==> config.mk <==
export PLATFORM = sky130hd
export DESIGN_NAME = vector_rom_ram
export DESIGN_NICKNAME = d
export VERILOG_FILES = /design/src/rtl/vector_rom_ram.sv
export SDC_FILE = /design/constraint.sdc
export NUM_CORES = 1
export LEC_CHECK = 0
export BUFFER_PORTS_ARGS = -buffer_cell sky130_fd_sc_hd__buf_2
export CELL_PAD_IN_SITES_DETAIL_PLACEMENT = 0
export CELL_PAD_IN_SITES_GLOBAL_PLACEMENT = 1
export CORE_AREA = 2 2 60 62
export DETAILED_ROUTE_END_ITERATION = 8
export DIE_AREA = 0 0 62 64
export GPL_TIMING_DRIVEN = 0
export MAX_ROUTING_LAYER = met4
export PLACE_DENSITY = 0.74
export SYNTH_ARGS = -nofsm -noshare
export SYNTH_HDL_FRONTEND = slang
export SYNTH_SLANG_ARGS = --single-unit
==> constraint.sdc <==
create_clock -name clk -period 2.2 [get_ports clk]
set_clock_uncertainty 0.2 [all_clocks]
set_input_delay 0.44 -clock clk [delete_from_list [all_inputs] [get_ports clk]]
set_output_delay 0.44 -clock clk [all_outputs]
set_load 0.005 [all_outputs]
==> src/rtl/vector_rom_ram.sv <==
// Vector table: NVEC words with one synchronous write port and an
// asynchronous read port addressed by the currently applied vector index.
module vector_rom_ram #(
   parameter int NVEC   = 8,
   parameter int WORD_W = 4,
   parameter int AW     = $clog2(NVEC)
) (
   input  logic              clk,
   input  logic              wr_en,
   input  logic [AW-1:0]     wr_addr,
   input  logic [WORD_W-1:0] wr_data,
   input  logic [AW-1:0]     rd_addr,
   output logic [WORD_W-1:0] rd_data
);

   logic [WORD_W-1:0] mem [NVEC];

   // Out-of-range addresses only exist when NVEC is not a power of two.
   always_ff @(posedge clk) begin
      if (wr_en && (int'(wr_addr) < NVEC))
         mem[wr_addr] <= wr_data;
   end

   assign rd_data = mem[rd_addr];

endmodule

# Word level (Yosys, flattened, before mapping)

Memory sizes are Yosys's and may differ from the RTL's.
Cells that the tools add are included.

Multiplexer cells: 2

Operators by type and width:

| operator          | count |
|---|---|
| 1-bit two-way mux | 2 |

Register bits: 0
Input bits: 12
Memories kept: 1
Memory bits (writable): 32
Logic and storage cells: 3
Output and inout port bits: 4

Memories:

| name | depth | bits a word | read ports | clocked after Yosys merged registers in | wr ports | RTL line | text |
|---|---|---|---|---|---|---|---|
| mem  | 8     | 4           | 1          | 0                                       | 1        | 16       | `logic [WORD_W-1:0] mem [NVEC];` |

# Depth between registers and ports, before layout

Gate-level depths: netlist of run 1.

Word-level depth: 2
Depth in mapped cells: 3

# Worst setup path before layout of run 1

OpenSTA, ideal clock, no wires.

Kind: in2out
Start point: input rd_addr[0]
End point: output rd_data[0]
Arrival time: 1355 ps
Required time: 1560 ps
Stages: 3
Setup slack: 205 ps
Path buffers: 1
Cell sequence: buf_6 mux4_1 mux2_2

Longest elaborated chain between the ends: 1

RTL lines:

| element               | RTL line | text |
|---|---|---|
| start: declaration    | 12       | `input logic [AW-1:0] rd_addr,` |
| memory read 8 x 4 bit | n/a      |  |
| end: declaration      | 13       | `output logic [WORD_W-1:0] rd_data` |

Every way passes these cells.

# Final worst setup path of run 1

Start point: memory mem[5][0]
End point: output rd_data[0]

Longest elaborated chain between the ends: 1

RTL lines:

| element               | RTL line |
|---|---|
| start: declaration    | 16 |
| memory read 8 x 4 bit | n/a |

Every way passes these cells.

==> flow_summary.toml, run 1 <==
[sta]
setup_viol = 1
layout_worst_path_cycle_share_pct = 100
tightest_slew_ns = 0.748
fin_ws_ns = -0.00899
finalCriticalPeriod_ns = 2.21
fmax_mhz = 453
fin_setup_tns_ns = -0.00899
max_slew_margin_pct = 49.8
hold_viol = 0
finalMaxSlewViolations = 0
rsz0062_at_grt = "yes"

[synthesis]
synth_top_area_cell = "edfxtp_1"
synth_common_cells = "32 x edfxtp_1, 8 x mux4_1, 6 x nor2_1, 4 x mux2_2, 3 x nand2b_1"
synthFlopType = "edfxtp_1"
synth_nets = 71
synth.top_cell.area_share_pct = 74.5
netlist_area_um2 = 1290
synth.top_cells.by_area = "edfxtp_1 74%, mux4_1 16%, mux2_2 3.5%"
synth-seq-cells = 32
avgSynthCellArea_um2 = 21.9
seq_area_frac_synth_pct = 74.5
async_flop_share_pct = 0
ys_types = 9
synth_most_common_cell = "edfxtp_1"
synth-edff-count = 32
netlist_instances = 59
yosysWarnings = 0

[routing]
routed_wl_um = 1980
first_iter_violations = 26
routedWlPerCell_um = 15.7
drc = 0
via_per_inst = 4.67
drtAntennaViolNets = 0
vias = 588
dr.pass1.iters = 4

[critical_path]
endpoint_kind = "output port"
arrival_ns = 1.57
worstPathRequired_ns = 1.56
cp-start-kind = "flop"
slowest_delay_ns = 0.49
slowest_stage = "mux4_2"
path_max_fanout = 1
cp_cell_sequence = "mux4_2, mux2_4, buf_6"
crit_type = "flop to output port"

[clock_tree]
path_clk_slew_ns = 0.08
htreeDepth = 2
cts_sinks = 32
cts_made_buffers = 5
root_buffer = "clkbuf_4"
clockBufferDepth = 2
cts-hold-fix-buffers = 0
post_cts_resized = 15
post-cts-setup-buffer-count = 0
cts_tree = "built"

[power]
p_int_mw = 0.867
power_density_nw_per_um2 = 733
netSwitchingFraction_pct = 19.7
ir_worst_vdd_v = 0.000263
seqPwrFrac_pct = 64.3
power_frac_comb_pct = 8.8
clkPwrFrac_pct = 26.8
power.net_switching_mw = 0.212
leakage_nw = 0.493

[floorplanning]
io_pins = 16
die_w_um = 62
die_h_um = 64
die-area_um2 = 3970
core.rowCount = 21
coreArea_um2 = 3280
start_util_pct = 39.3

[layout]
antennaDiodeCount = 0
reg.largest.list = "mem x32"
syn_to_final_growth_pct = 14.2
largest_register_ffs = 32
n_fill_cell = 292
regMostFlops = "mem"
stdcell_area_um2 = 1470
drive_above_1_share_pct = 40.0
layout.nets = 91

[hold_path]
min_path_type = "input pin to flop"

[placed_design]
dp_hpwl_um = 1320
detailed_place.area_um2 = 1410
port_buffers = 13
gp_congestion = 0.693

[job]
drv_cap = 0

[global_route]
grt_pass1_vias = 622
track_usage_pct = 13.2
antenna_found_initial = 0
grt_overflow = 0
grt_max_degree = 10
grt_pass1_wl_um = 3280

[status]
failed_checks = "setup timing"
outcome = "finished, violations left"
[cells in the final DEF, fill, tap and decap left out, drive strengths merged]
master and instances:
edfxtp 32, buf 14, mux4 8, clkbuf 8, nor2 6, mux2 4
nand2b 3, nand2 2, nor3 2, clkinv 1
[critical path, delay by kind of cell, from the launching register on]
family | cells | cell delay [ns]
buffers and inverters | 1 | 0.11
muxes | 2 | 0.77
DFF | 1 | 0.37
[power by group through the flow]
stage               combinational (mW)  clock, mW  sequential [mW]
floorplan                       0.0436          0            0.707
CTS                             0.0933      0.305            0.695
finish                          0.0952      0.290            0.695
global route                     0.104      0.340            0.697
detailed placement              0.0775          0            0.708
global placement                0.0755          0            0.706
[final timing paths]
check / start / to / slack [ns] / cells past startpoint
max: mem[5][0] / rd_data[0] / -0.009 / 3
min: wr_data[3] / mem[1][3] / 0.18 / 1
[kinds of logic (layout without fill, tap and decap cells)]
| group | Yosys count | after routing | synth area share (%) |
|---|---|---|---|
| mux | 12 | 12 | 19.8 |
| buf+inv | 2 | 23 | 1.16 |
| flops | 32 | 32 | 74.5 |
| simple gates | 13 | 13 | 4.56 |
[per-layer routing]
layer	track usage [%]	routed length, um
met3	5.47	126
met4	7.18	58
met5	-	0
met1	17.8	892
met2	16.7	900
[through the flow]
stage / utilization, % / instances / total power [mW] / hold WS, ns / setup slack (ns)
after floorplan: - / 59 / 0.750 / 0.339 / 0.205
after global placement: 43.0 / 118 / 0.782 / 0.500 / -0.0250
after detailed placement: 43.0 / 118 / 0.785 / 0.511 / -0.0315
after CTS: 44.5 / 126 / 1.09 / 0.164 / -0.0339
after global routing: 44.8 / 126 / 1.14 / 0.162 / -0.0849
final: 44.8 / 126 / 1.08 / 0.182 / -0.00899
[final cells by class]
class                           count  area, um2  area share [%]
Sequential cell                    32        961            65.3
Buffer                              2       16.3            1.10
Tap cell                           46       57.6            3.91
Timing Repair Buffer               13       90.1            6.12
Multi-Input combinational cell     25        299            20.3
Clock buffer                        7       45.0            3.06
Clock inverter                      1       3.75           0.255
Power figures use the tool's default switching activity.
==> inputs of run 2 (changes only) <==
- ABC_AREA: default -> 1
- CORE_AREA: 2 2 60 62 -> 2 2 64 66
- DIE_AREA: 0 0 62 64 -> 0 0 66 68
- PLACE_DENSITY: 0.74 -> 0.8
==> run 2 against run 1 <==
  * The flow now finishes without violations
  * Flip-flop and latch count did not move
  * Synthesized area rose by 15%
  * Sequential share of layout area fell by 8.6 points
  * Count of clock-buffer cells in the layout did not move
  * Worst hold slack improved by 0.076 ns
  * Global-route usage up 1.8 points
  * Fmax up 15%
  * Sequential power hardly changed
  * Setup slack improved by 0.29 ns
  * Cell count increased by 80%
  * First-iteration DRC count up 100%
  * Core utilization shrank 0.87 points
  * Critical path type is now input pin to output port
  * Largest cell class unchanged
==> flow_summary.toml, run 2 <==
[routing]
dr.pass1.iters = 4
routedWlPerCell_um = 12.5
routed_wl_um = 2830
first_iter_violations = 53
vias = 998
drtAntennaViolNets = 0
via_per_inst = 4.40
drc = 0

[layout]
multi_input_area_um2 = 343
drive_above_1_share_pct = 16.9
regArea_um2 = 961
regMostFlops = "mem"
reg.largest.list = "mem x32"
layout_commonest_cell = "nand2_1"
layout.nets = 188
layout_common_cells = "52 x nand2_1, 36 x inv_1, 32 x edfxtp_1, 16 x nand3_1, 14 x buf_2"
largest_register_ffs = 32
antennaDiodeCount = 0
utilization_pct = 44.0
n_fill_cell = 395
syn_to_final_growth_pct = 14.0
stdcell_area_um2 = 1700

[clock_tree]
cts_sinks = 32
post_cts_resized = 0
cts_tree = "built"
clockBufferDepth = 2
cts_made_buffers = 5
root_buffer = "clkbuf_8"
path_clk_slew_ns = 0.06
htreeDepth = 2
post-cts-setup-buffer-count = 0
cts-hold-fix-buffers = 0

[placed_design]
detailed_place.area_um2 = 1620
dp_hpwl_um = 2170
port_buffers = 13
gp_congestion = 0.813

[sta]
hold_viol = 0
holdWs_ns = 0.259
max_slew_margin_pct = 75.1
tightest_slew_ns = 0.373
rsz0062_at_grt = "no"
fin_setup_tns_ns = 0
layout_worst_path_cycle_share_pct = 87.1
finalMaxSlewViolations = 0
setup_viol = 0
finalCriticalPeriod_ns = 1.92
fmax_mhz = 522

[synthesis]
synth_common_cells = "52 x nand2_1, 36 x inv_1, 32 x edfxtp_1, 16 x nand3_1, 8 x nor2_1"
yosysWarnings = 0
ys_types = 10
synth_nets = 168
synth.top_cells.by_area = "edfxtp_1 65%, nand2_1 13%, inv_1 9.1%"
synth_top_area_cell = "edfxtp_1"
async_flop_share_pct = 0
avgSynthCellArea_um2 = 9.54
synth.top_cell.area_share_pct = 64.6
netlist_area_um2 = 1490
netlist_instances = 156
synth-edff-count = 32
synth-seq-cells = 32
seq_area_frac_synth_pct = 64.6
synth_most_common_cell = "nand2_1"
synthFlopType = "edfxtp_1"

[floorplanning]
die-area_um2 = 4490
coreArea_um2 = 3860
core.rowCount = 23
start_util_pct = 38.6
io_pins = 16
die_h_um = 68
die_w_um = 66

[power]
totalPowerFinal_mw = 1.22
leakage_nw = 0.803
ir_worst_vdd_v = 0.000472
power_density_nw_per_um2 = 717

[critical_path]
cp_top_family = "buffers and inverters"
crit_buf_inv = 4
cp-start-kind = "input pin"
worstPathRequired_ns = 1.56
slowest_stage = "buf_6"
path_max_fanout = 10
cp-startpoint = "rd_addr[0]"
cp_cell_sequence = "buf_6, inv_4, buf_6, nand2_1, nand3_1, nand2_1, nand2_1, nand2_1, buf_2"
cp_common_cell = "nand2_1"
arrival_ns = 1.28
slowest_delay_ns = 0.15
endpoint_kind = "output port"
crit_type = "input pin to output port"

[global_route]
grt_pass1_wl_um = 4690
grt_max_degree = 11
antenna_found_initial = 0
grt_pass1_vias = 987
track_usage_pct = 15.0
grt_overflow = 0

[hold_path]
min_from = "wr_data[3]"
min_path_type = "input pin to flop"

[job]
drv_cap = 0

[status]
outcome = "finished clean"
run 2: cell types whose count changed after synthesis, sizes merged:
cell / delta
buf: +3
clkbuf: -1
inv: +38
mux2: -4
mux4: -8
nand2: +56
nand2b: -3
nand3: +16
nor2: +2
nor3: -2
run 2: worst paths after layout:
check,endpoint,slack (ns),cells after the start
worst max-delay path,rd_data[2],0.28,9
worst min-delay path,mem[0][3],0.26,1
run 2: cells by family (layout without fill, tap and decap cells):
family	count (synthesis)	after routing	share of synthesized area, %
buf+inv	42	63	12.4
simple gates	82	82	23.0
flops	32	32	64.6
run 2: through the flow:
step	setup slack [ns]	cells
floorplan	0.557	156
global placement	0.361	219
detailed placement	0.310	219
CTS	0.307	227
global route	0.232	227
finish	0.284	227
run 2: routing by layer:
metal  vias up  track usage (%)  share of wire (%)
met2        25             23.9                 47
met1       452             17.5                 45
li1        513                -                  -
met4         0             8.67                2.9
met5         -                -                  0
met3         8             3.78                4.6
run 2: area by class of cell:
type,count,share of cell area [%]
Clock buffer,7,4.50
Multi-Input combinational cell,82,20.2
Timing Repair Buffer,13,3.84
Sequential cell,32,56.7
Buffer,4,2.29
Tap cell,50,3.69
Inverter,38,8.56
Clock inverter,1,0.221
run 2: where the power goes:
group          total, mW  switching, mW  internal, mW
sequential         0.697        0.00489         0.692
clock              0.411          0.192         0.220
combinational      0.108         0.0688        0.0388
==> inputs of run 3 (changes only) <==
- REMOVE_ABC_BUFFERS: default -> 1
==> run 3 against run 2 <==
  * First-iteration DRC count fell by 40%
  * Power fell by 1.6%
  * Core utilization fell by 0.81 points
  * Flip-flop and latch count did not move
  * Clock power fell by 3%
  * Cell area fell by 1.8%
  * Cell count fell by 1.3%
==> flow_summary.toml, run 3 (same netlist as run 2, synthesis figures left out) <==
[status]
outcome = "finished clean"

[floorplanning]
io_pins = 16
core.rowCount = 23
start_util_pct = 38.6
die_h_um = 68
coreArea_um2 = 3860
die_w_um = 66
die-area_um2 = 4490

[clock_tree]
cts-hold-fix-buffers = 0
root_buffer = "clkbuf_8"
post-cts-setup-buffer-count = 0
cts_tree = "built"
post_cts_resized = 0
cts_sinks = 32
path_clk_slew_ns = 0.06
htreeDepth = 2
cts_made_buffers = 5
clockBufferDepth = 2

[placed_design]
dp_hpwl_um = 2090
placed_cells = 217
gp_congestion = 0.807
post-place-ws_ns = 0.215
detailed_place.area_um2 = 1590
port_buffers = 15

[global_route]
antenna_found_initial = 0
grt_pass1_wl_um = 4440
grt_overflow = 0
grt_max_degree = 18
track_usage_pct = 13.8
grt_pass1_vias = 1000

[power]
netSwitchingFraction_pct = 21.4
totalPowerFinal_mw = 1.20
clkPwrFrac_pct = 33.3
power.net_switching_mw = 0.256
ir_worst_vdd_v = 0.000451
leakage_nw = 0.790
seqPwrFrac_pct = 58.3
power_frac_comb_pct = 8.4
power_density_nw_per_um2 = 719
p_int_mw = 0.940

[sta]
fin_ws_ns = 0.212
max_slew_margin_pct = 74.9
rsz0062_at_grt = "no"
finalMaxSlewViolations = 0
finalCriticalPeriod_ns = 1.99
holdWs_ns = 0.267
setup_viol = 0
tightest_slew_ns = 0.376
fin_setup_tns_ns = 0
layout_worst_path_cycle_share_pct = 90.3
hold_viol = 0
fmax_mhz = 503

[critical_path]
crit_type = "input pin to output port"
worstPathRequired_ns = 1.56
path_max_fanout = 17
endpoint_kind = "output port"
cp-start-kind = "input pin"
arrival_ns = 1.35

[routing]
drc = 0
vias = 1008
routed_wl_um = 2730
via_per_inst = 4.50
routedWlPerCell_um = 12.2
dr.pass1.iters = 4
first_iter_violations = 32
drtAntennaViolNets = 0

[layout]
n_fill_cell = 378
drive_above_1_share_pct = 16.7
layout_commonest_cell = "nand2_1"
final_cells = 224
stdcell_area_um2 = 1660
multi_input_area_um2 = 343
largest_register_ffs = 32
syn_to_final_growth_pct = 11.9
reg.largest.list = "mem x32"
layout.nets = 186
layout_common_cells = "52 x nand2_1, 36 x inv_1, 32 x edfxtp_1, 16 x nand3_1, 15 x buf_2"
regArea_um2 = 961
antennaDiodeCount = 0
utilization_pct = 43.2
regMostFlops = "mem"

[hold_path]
min_from = "wr_data[1]"
min_path_type = "input pin to flop"
hold_end = "mem[3][1]"
hold_path_depth = 1

[job]
drv_cap = 0
-- run 3: worst max-delay path, stage by stage --
cell	delay, ns
buf_2	0.27
inv_4	0.15
nand2_1	0.08
nand3_1	0.08
nand2_1	0.09
nand2_1	0.06
nand2_1	0.06
buf_2	0.10
-- run 3: worst max path at each step --
stage | start | end | slack [ns] | depth (start not counted)
global placement | rd_addr[0] | rd_data[2] | 0.26 | 8
detailed placement | rd_addr[0] | rd_data[0] | 0.22 | 8
finish | rd_addr[0] | rd_data[0] | 0.21 | 8
global route | rd_addr[0] | rd_data[0] | 0.1 | 8
CTS | rd_addr[0] | rd_data[0] | 0.21 | 8
floorplan | rd_addr[0] | rd_data[0] | 0.74 | 6
-- run 3: final cells by class --
cell class              count  share of cell area [%]
repair buffers             15                    4.51
clock inverters             1                   0.301
multi-input cells          82                    20.6
inverters                  38                    8.72
clock buffers               6                    4.36
flip-flops and latches     32                    57.7
well taps                  50                    3.76
-- run 3: power by group through the flow --
stage	logic (mW)	clock network, mW	registers (mW)
after floorplan	0.0550	0	0.708
after global placement	0.0973	0	0.709
after detailed placement	0.101	0	0.710
after CTS	0.102	0.403	0.697
after global routing	0.115	0.429	0.699
final	0.101	0.398	0.697
-- run 3: routing by layer --
metal	wire, um	track usage (%)	vias to the layer above
li1	-	-	509
met1	1200	15.3	462
met2	1380	23.9	34
met3	118	2.80	3
met4	25	6.63	0
met5	0	-	-
